$ cat src/rtl/chain_score_max.sv
// chain_score_max: reduces a stream of (f[j] + gap score) candidates per anchor to the best f[i], its predecessor and a candidate count.
// Optional early stop after MAX_SKIP consecutive non-improving candidates: define CHAIN_MAX_SKIP_EN.
module chain_score_max #(
  parameter int IDX_W    = 16,
  parameter int MAX_SKIP = 25
) (
  input  logic             clk,
  input  logic             reset,
  input  logic             s_valid,
  output logic             s_ready,
  input  logic [31:0]      s_score,
  input  logic [31:0]      s_fj,
  input  logic [IDX_W-1:0] s_j_idx,
  input  logic [31:0]      s_wi,
  input  logic             s_empty,
  input  logic             s_last,
  output logic             m_valid,
  input  logic             m_ready,
  output logic [31:0]      m_f,
  output logic [IDX_W-1:0] m_pred,
  output logic [IDX_W-1:0] m_cnt
);

  localparam int SKIP_W = (MAX_SKIP < 1) ? 1 : $clog2(MAX_SKIP + 1);
  localparam logic [SKIP_W-1:0] SKIP_LIM = SKIP_W'(MAX_SKIP);

  typedef enum logic [1:0] {IDLE, ACCUM, OUT} state_t;

  state_t             state_q, state_d;
  logic [31:0]        best_q, best_d;
  logic [IDX_W-1:0]   pred_q, pred_d;
  logic [IDX_W-1:0]   cnt_q, cnt_d;
  logic [SKIP_W-1:0]  skip_q, skip_d;

  logic [32:0]        sum;
  logic [31:0]        cand;
  logic               beat;
  logic               skip_hit;
  logic [31:0]        base_best;
  logic [IDX_W-1:0]   base_pred;
  logic [IDX_W-1:0]   base_cnt;
  logic [SKIP_W-1:0]  base_skip;

  // 33-bit sum clamped back into the signed 32-bit range
  assign sum  = {s_fj[31], s_fj} + {s_score[31], s_score};
  assign cand = (sum[32] != sum[31]) ? (sum[32] ? 32'h8000_0000 : 32'h7FFF_FFFF) : sum[31:0];

  assign beat    = s_valid && s_ready;
  assign s_ready = (state_q != OUT);
  assign m_valid = (state_q == OUT);
  assign m_f     = best_q;
  assign m_pred  = pred_q;
  assign m_cnt   = cnt_q;

  always_comb begin
    base_best = best_q;
    base_pred = pred_q;
    base_cnt  = cnt_q;
    base_skip = skip_q;
    if (state_q == IDLE) begin
      base_best = s_wi;
      base_pred = '1;
      base_cnt  = '0;
      base_skip = '0;
    end
  end

`ifdef CHAIN_MAX_SKIP_EN
  assign skip_hit = (base_skip == SKIP_LIM);
`else
  assign skip_hit = 1'b0;
`endif

  always_comb begin
    state_d = state_q;
    best_d  = best_q;
    pred_d  = pred_q;
    cnt_d   = cnt_q;
    skip_d  = skip_q;
    case (state_q)
      IDLE, ACCUM: begin
        if (beat) begin
          best_d  = base_best;
          pred_d  = base_pred;
          cnt_d   = base_cnt;
          skip_d  = base_skip;
          state_d = s_last ? OUT : ACCUM;
          if (!s_empty && !skip_hit) begin
            if (base_cnt != '1) cnt_d = base_cnt + 1'b1;
            // strict compare: ties keep the earlier predecessor
            if ($signed(cand) > $signed(base_best)) begin
              best_d = cand;
              pred_d = s_j_idx;
              skip_d = '0;
            end else if (base_skip != SKIP_LIM) begin
              skip_d = base_skip + 1'b1;
            end
          end
        end
      end
      OUT: begin
        if (m_ready) state_d = IDLE;
      end
      default: state_d = IDLE;
    endcase
  end

  always_ff @(posedge clk or posedge reset) begin
    if (reset) begin
      state_q <= IDLE;
      best_q  <= '0;
      pred_q  <= '1;
      cnt_q   <= '0;
      skip_q  <= '0;
    end else begin
      state_q <= state_d;
      best_q  <= best_d;
      pred_q  <= pred_d;
      cnt_q   <= cnt_d;
      skip_q  <= skip_d;
    end
  end

endmodule

$ cat config.mk
export PLATFORM = sky130hd
export DESIGN_NAME = chain_score_max
export DESIGN_NICKNAME = d
export VERILOG_FILES = /design/src/rtl/chain_score_max.sv
export SDC_FILE = /design/constraint.sdc
export NUM_CORES = 1
export LEC_CHECK = 0
export CAP_MARGIN = 20
export CORE_MARGIN = 3
export CORE_UTILIZATION = 40
export CTS_BUF_LIST = sky130_fd_sc_hd__clkbuf_4
export DETAILED_ROUTE_END_ITERATION = 10
export PLACE_DENSITY_LB_ADDON = 0.1
export SYNTH_ARGS = -nofsm -noshare
export SYNTH_HDL_FRONTEND = slang
export SYNTH_SLANG_ARGS = --single-unit
$ cat constraint.sdc
create_clock -name clk -period 8.5 [get_ports clk]
set_input_delay 1.7 -clock clk [delete_from_list [all_inputs] [get_ports clk]]
set_output_delay 1.7 -clock clk [all_outputs]
set_load 0.01 [all_outputs]
After elaboration in Yosys (flattened, before gate mapping). Index checks and enable logic that the tools add are counted.

Reduce and logical (&&, ||, !) cells: 5. Magnitude comparators: 1. Mux-type cells: 15. Equality and inequality tests: 7. Add/subtract/negate cells: 2.

Operator list (count): 32-bit 2-to-1 mux (5); 16-bit 2-to-1 mux (6); 32-bit by 32-bit adder with 33-bit output (1); 32-bit > comparator (1); 16-bit by 1-bit adder with 16-bit output (second input constant) (1); 16-bit inequality test (second input constant) (1); 2-bit 2-to-1 mux (3); 2-bit inequality test (second input constant) (2); 2-bit one-hot mux with 2 select lines (1); 2-bit AND reduction (2); 2-bit by 1-bit equality test with 1-bit output (second input constant) (1); 2-bit equality test (second input constant) (1); 2-bit zero test (1); 2-bit by 1-bit inequality test with 1-bit output (second input constant) (1); 2-bit OR reduction (1); 1-bit logical AND (1); 1-bit inequality test (1).

Register bits: 66. Logic and storage cells: 34. Input port bits: 118.

Longest topological paths before layout. Gate-level depths: netlist of the first run.

Word-level depth: 6. Depth in mapped cells: 24. Depth with buffers taken out: 21.

Worst setup path before layout of the first run. No wires, ideal clock.

Path kind: input-to-reg. From: in s_score[0]. To: reg pred_q[8], in the netlist m_pred[8]. Buffers on the path: 3. Stages: 23. Arrival time: 6.584 ns. Path slack: 1.856 ns. Cells stage by stage: ha_1 -> fa_1 -> a211oi_2 -> nor4_2 -> nor3b_2 -> o21ai_1 -> a21o_1 -> a211oi_1 -> o21a_1 -> buf_2 -> o21ai_0 -> ha_1 -> a21o_1 -> a21o_1 -> a221oi_1 -> nor2_1 -> a2111oi_1 -> nand4b_1 -> and2_1 -> buf_2 -> a21oi_2 -> buf_4 -> o22a_1.

Longest elaborated chain between the ends: 6.

RTL lines: start: declaration (line 11) `input logic [31:0] s_score,`; 32-bit by 32-bit adder with 33-bit output * (line 45) `assign sum = {s_fj[31], s_fj} + {s_score[31], s_score};`; 32-bit 2-to-1 mux / 1-bit inequality test (equally long branches) (line 46) `assign cand = (sum[32] != sum[31]) ? (sum[32] ? 32'h8000_0000 : 32'h7FFF_FFFF) : sum[31:0];`; 32-bit 2-to-1 mux * (line 46); 32-bit > comparator * (line 91) `if ($signed(cand) > $signed(base_best)) begin`; 16-bit 2-to-1 mux * (line 91); 16-bit 2-to-1 mux * (line 88) `if (!s_empty && !skip_hit) begin`; end signal: assignment (line 118) `pred_q <= pred_d;`; end: declaration (line 31) `logic [IDX_W-1:0] pred_q, pred_d;`.

Every way passes the cells marked *; elsewhere a longest branch is shown, timed or not. A chain may end at the register's enable or synchronous reset.

Worst setup path after layout of the first run.
From: in s_score[0]. To: reg best_q[3], in the netlist m_f[3].

Longest elaborated chain between the ends: 6.

RTL lines: 32-bit by 32-bit adder with 33-bit output * (line 45); 32-bit 2-to-1 mux / 1-bit inequality test (equally long branches) (line 46); 32-bit 2-to-1 mux * (line 46); 32-bit > comparator (line 91); 32-bit 2-to-1 mux * (line 91); 32-bit 2-to-1 mux * (line 88); end signal: assignment (line 117) `best_q <= best_d;`; end: declaration (line 30) `logic [31:0] best_q, best_d;`.

Marked as above.

==> flow_metrics.tcl, run 1 <==
set metrics [dict create \
    hold_viol 0 \
    netlist_area_sq_um 6020 \
    gp_congestion 0.906 \
    cts_buffer_depth 2 \
    setup_slack_ns 1.28 \
    drive_gt1_share_pct 6.91 \
    dp_hpwl_microns 15100 \
    via_count 5963 \
    required_ns 8.80 \
    route.detailed.drc 0 \
    cts_buffers 9 \
    reg2reg_slack_ns 3.78 \
    critPathLaunch "s_score[0]" \
    synth_seq_cells 66 \
    final_nets 1047 \
    wl_per_cell_microns 17.9 \
    initial_core_util_pct 41.1 \
    path_class "input port to flip-flop" \
    first_global_vias 6006 \
    yosysWarningCount 0 \
    finClkSkew_ns 0.0179 \
    post_cts_buffers 0 \
    slew_viol_final 0 \
    via_per_inst 5.66 \
    h-tree-depth 3 \
    vdd.ir_drop.worst_v 0.0000729 \
    fin_crit_ns 7.22 \
    crit_end "m_f[3]$_DFFE_PP0P_" \
    core_area_sq_um 14600 \
    avgSynthCellArea_sq_um 8.67 \
    worstSetupStartpointType "input port" \
    drt_pass1_iterations 4 \
    max_freq_mhz 139 \
    whs_ns 0.518 \
    fin_crit_sh_pct 84.9 \
    setup_tns_ns 0 \
    slew_headroom_pct 42.2 \
    cp_max_fo 17 \
    grt_pass1_wl_microns 30200 \
    cts_hold_buf 0 \
    drv_cap 0 \
    area_growth_pct 36.0 \
    dieArea_sq_um 16600 \
    cp-end-kind "flip-flop" \
    ys_async_sr_fraction_pct 100 \
    final-setup-viol-count 0 \
    rsz0062_at_grt "false" \
    reg2reg_from "state_q[0]$_DFFE_PP0P_" \
    clockRootBuffer "clkbuf_4" \
    fp.dieW_microns 129 \
    row_count 44 \
    syn_nets 879 \
    clk_latency_ns 0.42 \
    port_buffers 183 \
    synth_edf_count 0 \
    drtIter0Drc 361 \
    power_per_cell_area_nw_per_um2 229 \
    grt_antenna_before_repair 1 \
    cts_tree "yes" \
    antenna_left 0 \
    r2r_cells 14 \
    drt-total-wl_microns 18900 \
    path_clk_slew_ns 0.13 \
    ctsResizeCount 0 \
    grt_max_degree 67 \
    power_leakage_nw 3.50 \
    final_util_pct 55.9 \
    synth_cell_type_count 64 \
    min_path_type "flip-flop to flip-flop" \
    cts.sinks 66 \
    ys.flop_type "dfrtp_1" \
    status "completed" \
    grt_usage_pct 22.6 \
    synthCells 695 \
    r2r-end "m_f[3]$_DFFE_PP0P_" \
    post-place-ws_ns 0.824 \
    worstMarginPinSlew_ns 0.862 \
    ys_seq_area_share_pct 27.7 \
    pin_count 184 \
    cp.arrival_ns 7.52 \
    dieHeight_microns 129 \
    grt_overflow 0 \
]
[Yosys cell counts (3+ instances only)]
| library cell | count | area [sq um] |
|---|---|---|
| and2_1 | 7 | 43.8 |
| and3_1 | 3 | 18.8 |
| dfrtp_1 | 50 | 1250 |
| a21oi_1 | 51 | 255 |
| nand2_1 | 88 | 330 |
| a221o_1 | 7 | 70.1 |
| and4_1 | 3 | 26.3 |
| mux2i_1 | 31 | 310 |
| buf_4 | 3 | 22.5 |
| inv_1 | 12 | 45.0 |
| o221a_2 | 3 | 33.8 |
| a21o_1 | 36 | 270 |
| a22o_1 | 3 | 26.3 |
| nand4_1 | 14 | 87.6 |
| nor3_1 | 12 | 60.1 |
| nor2_1 | 38 | 143 |
| a211o_1 | 3 | 26.3 |
| o21a_1 | 8 | 60.1 |
| or3_1 | 6 | 37.5 |
| dfstp_2 | 16 | 420 |
| o21bai_1 | 10 | 75.1 |
| a22oi_1 | 3 | 22.5 |
| o31ai_1 | 20 | 150 |
| ha_1 | 65 | 813 |
| xor2_1 | 23 | 201 |
| clkbuf_1 | 23 | 86.3 |
| nand2b_1 | 3 | 18.8 |
| or2_2 | 3 | 18.8 |
| a211oi_1 | 6 | 45.0 |
| a31oi_1 | 4 | 25.0 |
| o21ai_1 | 7 | 35.0 |
| o21ai_0 | 40 | 200 |
| o22a_1 | 16 | 140 |
| nand3_1 | 16 | 80.1 |
| buf_2 | 7 | 35.0 |
| xnor2_1 | 19 | 166 |
[stage by stage]
| step | power (mW) | area, sq um | std cells |
|---|---|---|---|
| finish | 1.88 | 8190 | 1053 |
| global route | 2.02 | 8190 | 1053 |
| CTS | 1.89 | 8160 | 1051 |
| detailed placement | 1.63 | 7990 | 1035 |
| global placement | 1.62 | 7990 | 1035 |
| floorplan | 1.15 | 6020 | 695 |
[how the worst min path moves through the flow]
stage,from,endpoint,slack (ns),cells past startpoint
finish,m_cnt[9]$_DFFE_PP0P_,m_cnt[9]$_DFFE_PP0P_,0.52,1
detailed placement,m_f[30]$_DFFE_PP0P_,m_f[30]$_DFFE_PP0P_,0.51,1
floorplan,m_cnt[9]$_DFFE_PP0P_,m_cnt[9]$_DFFE_PP0P_,0.53,1
global placement,m_cnt[9]$_DFFE_PP0P_,m_cnt[9]$_DFFE_PP0P_,0.49,1
CTS,m_cnt[9]$_DFFE_PP0P_,m_cnt[9]$_DFFE_PP0P_,0.53,1
global route,m_f[30]$_DFFE_PP0P_,m_f[30]$_DFFE_PP0P_,0.57,1
[worst max-delay path, stage by stage]
cell	delay [ns]
clkdlybuf4s50_1	0.40
ha_1	0.24
fa_1	0.44
a211oi_2	0.29
nor4_2	0.10
nor3b_2	0.25
o21ai_1	0.18
a21o_1	0.24
a211oi_1	0.33
o21ai_1	0.38
a21oi_1	0.28
inv_1	0.07
ha_1	0.31
a21o_1	0.18
a21o_1	0.16
a21oi_1	0.14
nor2_1	0.05
a2111oi_1	0.45
a21o_1	0.18
and2_1	0.34
nor2_1	0.19
buf_4	0.27
a221o_1	0.31
[layer usage]
metal	track usage (%)	vias up	routed length, microns
met5	0	-	0
met4	6.86	0	346
met3	2.53	25	878
met2	37.6	170	8940
met1	31.0	2818	8700
li1	-	2950	-
[area by class of cell]
type	instances	area, sq um
timing repair buffer	191	1910
fill	1334	6450
antenna	1	2.50
clock buffer	10	75.1
multi-input combinational	583	4160
tap	184	230
inverter	12	45.0
sequential	66	1670
clock inverter	6	91.3
[registers in the layout, indices dropped and copies added, names as in the netlist]
register,cells
m_pred,16
state_q,2
m_f,32
m_cnt,16
[logic make-up (layout without fill, tap and decap cells)]
kind of cell    count (synthesis)  after routing  share of synthesized area, %
flops                          66             66                          27.7
xor+xnor                       42             42                          6.11
mux                            31             31                          5.15
simple gates                  204            204                          15.9
other cells                     0              1                             0
fa+ha+maj                      66             66                          13.8
compound gates                240            240                          27.9
buf+inv                        46            219                          3.32
[layout by cell type, fill, tap and decap left out, types with 4 or more instances in the layout]
cell,netlist,layout
mux2i_1,31,31
o21ai_0,40,40
clkdlybuf4s50_1,0,183
nand3_1,16,16
inv_1,12,11
nor2_1,38,37
nand4_1,14,14
a211oi_1,6,6
a31oi_1,4,4
dfstp_2,16,16
nand2_1,88,88
o21ai_1,7,7
a21o_1,36,36
clkbuf_4,0,10
nor3_1,12,12
a21oi_1,51,51
buf_4,3,7
o21a_1,8,8
a221o_1,7,7
xnor2_1,19,19
dfrtp_1,50,50
o22a_1,16,16
and2_1,7,7
xor2_1,23,23
ha_1,65,65
o31ai_1,20,20
o21bai_1,10,10
or3_1,6,6
[where the power goes]
part / internal [mW] / total, mW / switching [mW] / leakage, nW
combinational: 0.547 / 1.09 / 0.542 / 2.62
clock: 0.123 / 0.250 / 0.127 / 0.0788
sequential: 0.447 / 0.537 / 0.0908 / 0.807
total: 1.12 / 1.88 / 0.759 / 3.50
No activity file was read; power rests on OpenSTA's default activity.
==> run 2, diff against run 1 <==
==> constraint.sdc (replaced) <==
create_clock -name clk -period 5.9 [get_ports clk]
set_input_delay 1.18 -clock clk [delete_from_list [all_inputs] [get_ports clk]]
set_output_delay 1.18 -clock clk [all_outputs]
set_load 0.01 [all_outputs]
==> flow_metrics.tcl, run 2 (same netlist as run 1, synthesis figures left out) <==
set metrics [dict create \
    dp_hpwl_microns 16200 \
    drv_cap 0 \
    vdd.ir_drop.worst_v 0.000129 \
    path_clk_slew_ns 0.12 \
    critPathSlowestCell "clkdlybuf4s50_1" \
    cts_tree "yes" \
    drtIter0Drc 289 \
    fp.dieW_microns 129 \
    cp-end-kind "flip-flop" \
    min_path_type "flip-flop to flip-flop" \
    pin_count 184 \
    cts.sinks 66 \
    worstSetupStartpointType "input port" \
    grt_antenna_before_repair 1 \
    power_leakage_nw 4.72 \
    final-setup-viol-count 0 \
    cp.arrival_ns 6.00 \
    route.detailed.drc 0 \
    slew_viol_final 0 \
    min_from "m_cnt[9]$_DFFE_PP0P_" \
    layout_common_cells "170 x buf_4, 157 x clkdlybuf4s50_1, 85 x nand2_1, 50 x dfrtp_1, 47 x ha_1" \
    fin_crit_ns 5.67 \
    finalNonFillerCells 1226 \
    critPathLaunch "s_fj[11]" \
    hold_viol 0 \
    via_per_inst 5.47 \
    final_nets 1220 \
    power_per_cell_area_nw_per_um2 313 \
    grt_usage_pct 23.9 \
    grt_pass1_wl_microns 32200 \
    wl_per_cell_microns 16.9 \
    drive_gt1_share_pct 28.2 \
    cts_hold_buf 0 \
    antenna_left 0 \
    drt-total-wl_microns 20700 \
    gp_congestion 0.847 \
    slew_headroom_pct 49.5 \
    cp_max_fo 5 \
    dieArea_sq_um 16600 \
    cts_buffers 9 \
    area_growth_pct 68.6 \
    via_count 6704 \
    reg2reg_from "state_q[0]$_DFFE_PP0P_" \
    drt_pass1_iterations 7 \
    clockRootBuffer "clkbuf_4" \
    dieHeight_microns 129 \
    row_count 44 \
    path_class "input port to flip-flop" \
    max_freq_mhz 176 \
    final_common_cell "buf_4" \
    first_global_vias 6773 \
    crit_chain "clkdlybuf4s50_1, ha_1, nand4_1, nor3_4, a22oi_2, buf_4, a2111oi_4, o211ai_1, a2111o_1, and2_4, a21oi_4, inv_2, ha_4, a21o_1, a21o_1, a21oi_2, nor2_1, a2111oi_4, buf_4, a21o_1, nand2_1, buf_4, or3_1, o221a_2" \
    dp.cells 1187 \
    core_area_sq_um 14600 \
    largest_reg_flops 32 \
    fin_crit_sh_pct 96.0 \
    finClkSkew_ns 0.0231 \
    required_ns 6.23 \
    initial_core_util_pct 41.1 \
    critical_path.max_stage_delay_ns 0.40 \
    grt_max_degree 59 \
    cts_buffer_depth 2 \
    whs_ns 0.527 \
    status "completed" \
    clk_latency_ns 0.44 \
    port_buffers 183 \
    grt_overflow 0 \
    h-tree-depth 3 \
    worstMarginPinSlew_ns 0.756 \
]
==> run 2: changes by cell type in the layout (fill, tap and decap cells not counted), sizes merged <==
cell	delta
buf	+173
bufinv	+1
clkdlybuf4s50	-26
clkinv	+1
clkinvlp	-2
dlymetal6s2s	+26
==> run 2: cell type report <==
class	count	area, sq um
clock buffer	10	75.1
clock inverter	6	115
sequential	66	1670
multi-input combinational	583	4660
inverter	12	45.0
fill	1180	4490
antenna	1	2.50
tap	184	230
timing repair buffer	364	3360
==> run 2: timing repair <==
item,4_1_cts,5_1_grt
pin swaps,24,39
endpoints found under the setup margin,48,48
cloned,1,0
resized for setup,38,86
buffers inserted,12,9
==> run 2: path summary, 6_finish.rpt <==
| check | cells past startpoint | end | slack (ns) |
|---|---|---|---|
| max | 24 | m_f[7]$_DFFE_PP0P_ | 0.23 |
| min | 1 | m_cnt[9]$_DFFE_PP0P_ | 0.53 |
| max reg2reg | 13 | m_f[31]$_DFFE_PP0P_ | 1.75 |
| min reg2reg | 1 | m_cnt[9]$_DFFE_PP0P_ | 0.53 |
| max in group asynchronous | 3 | m_f[10]$_DFFE_PP0P_ | 3.87 |
| min in group asynchronous | 2 | m_f[21]$_DFFE_PP0P_ | 1.03 |
==> run 2: routing by layer <==
metal  vias up  GRT usage (%)  wire, microns
met2       186           42.7          10600
li1       3294              -              -
met5         -              0              0
met3        21           2.70            863
met4         0           6.05            221
met1      3203           30.6           9100
==> run 2: worst max-delay path, delay by kind of cell <==
family,cells,cell delay (ns)
AOI/OAI and AO/OA,11,2.19
buffers and inverters,5,0.99
adders and majority gates,2,0.53
and+or+nand+nor,6,1.08
==> run 2: through the flow <==
step           instance area (sq um)  setup slack (ns)  TNS (ns)  util [%]  power (mW)
2_1_floorplan                   6050            0.0398         0         -        1.68
3_3_place_gp                    9200            -0.523    -23.02      62.8        2.57
6_report                       10200             0.233         0      69.4        3.18
4_1_cts                         9660           0.00352         0      66.0        3.09
5_1_grt                        10200           -0.0493    -0.200      69.4        3.42
3_5_place_dp                    9200            -0.677    -28.95      62.8        2.60
==> run 2: power breakdown <==
group / switching (mW) / internal [mW] / total [mW]
Sequential: 0.137 / 0.643 / 0.780
Clock: 0.188 / 0.221 / 0.409
Combinational: 0.898 / 1.10 / 1.99
Total: 1.22 / 1.96 / 3.18
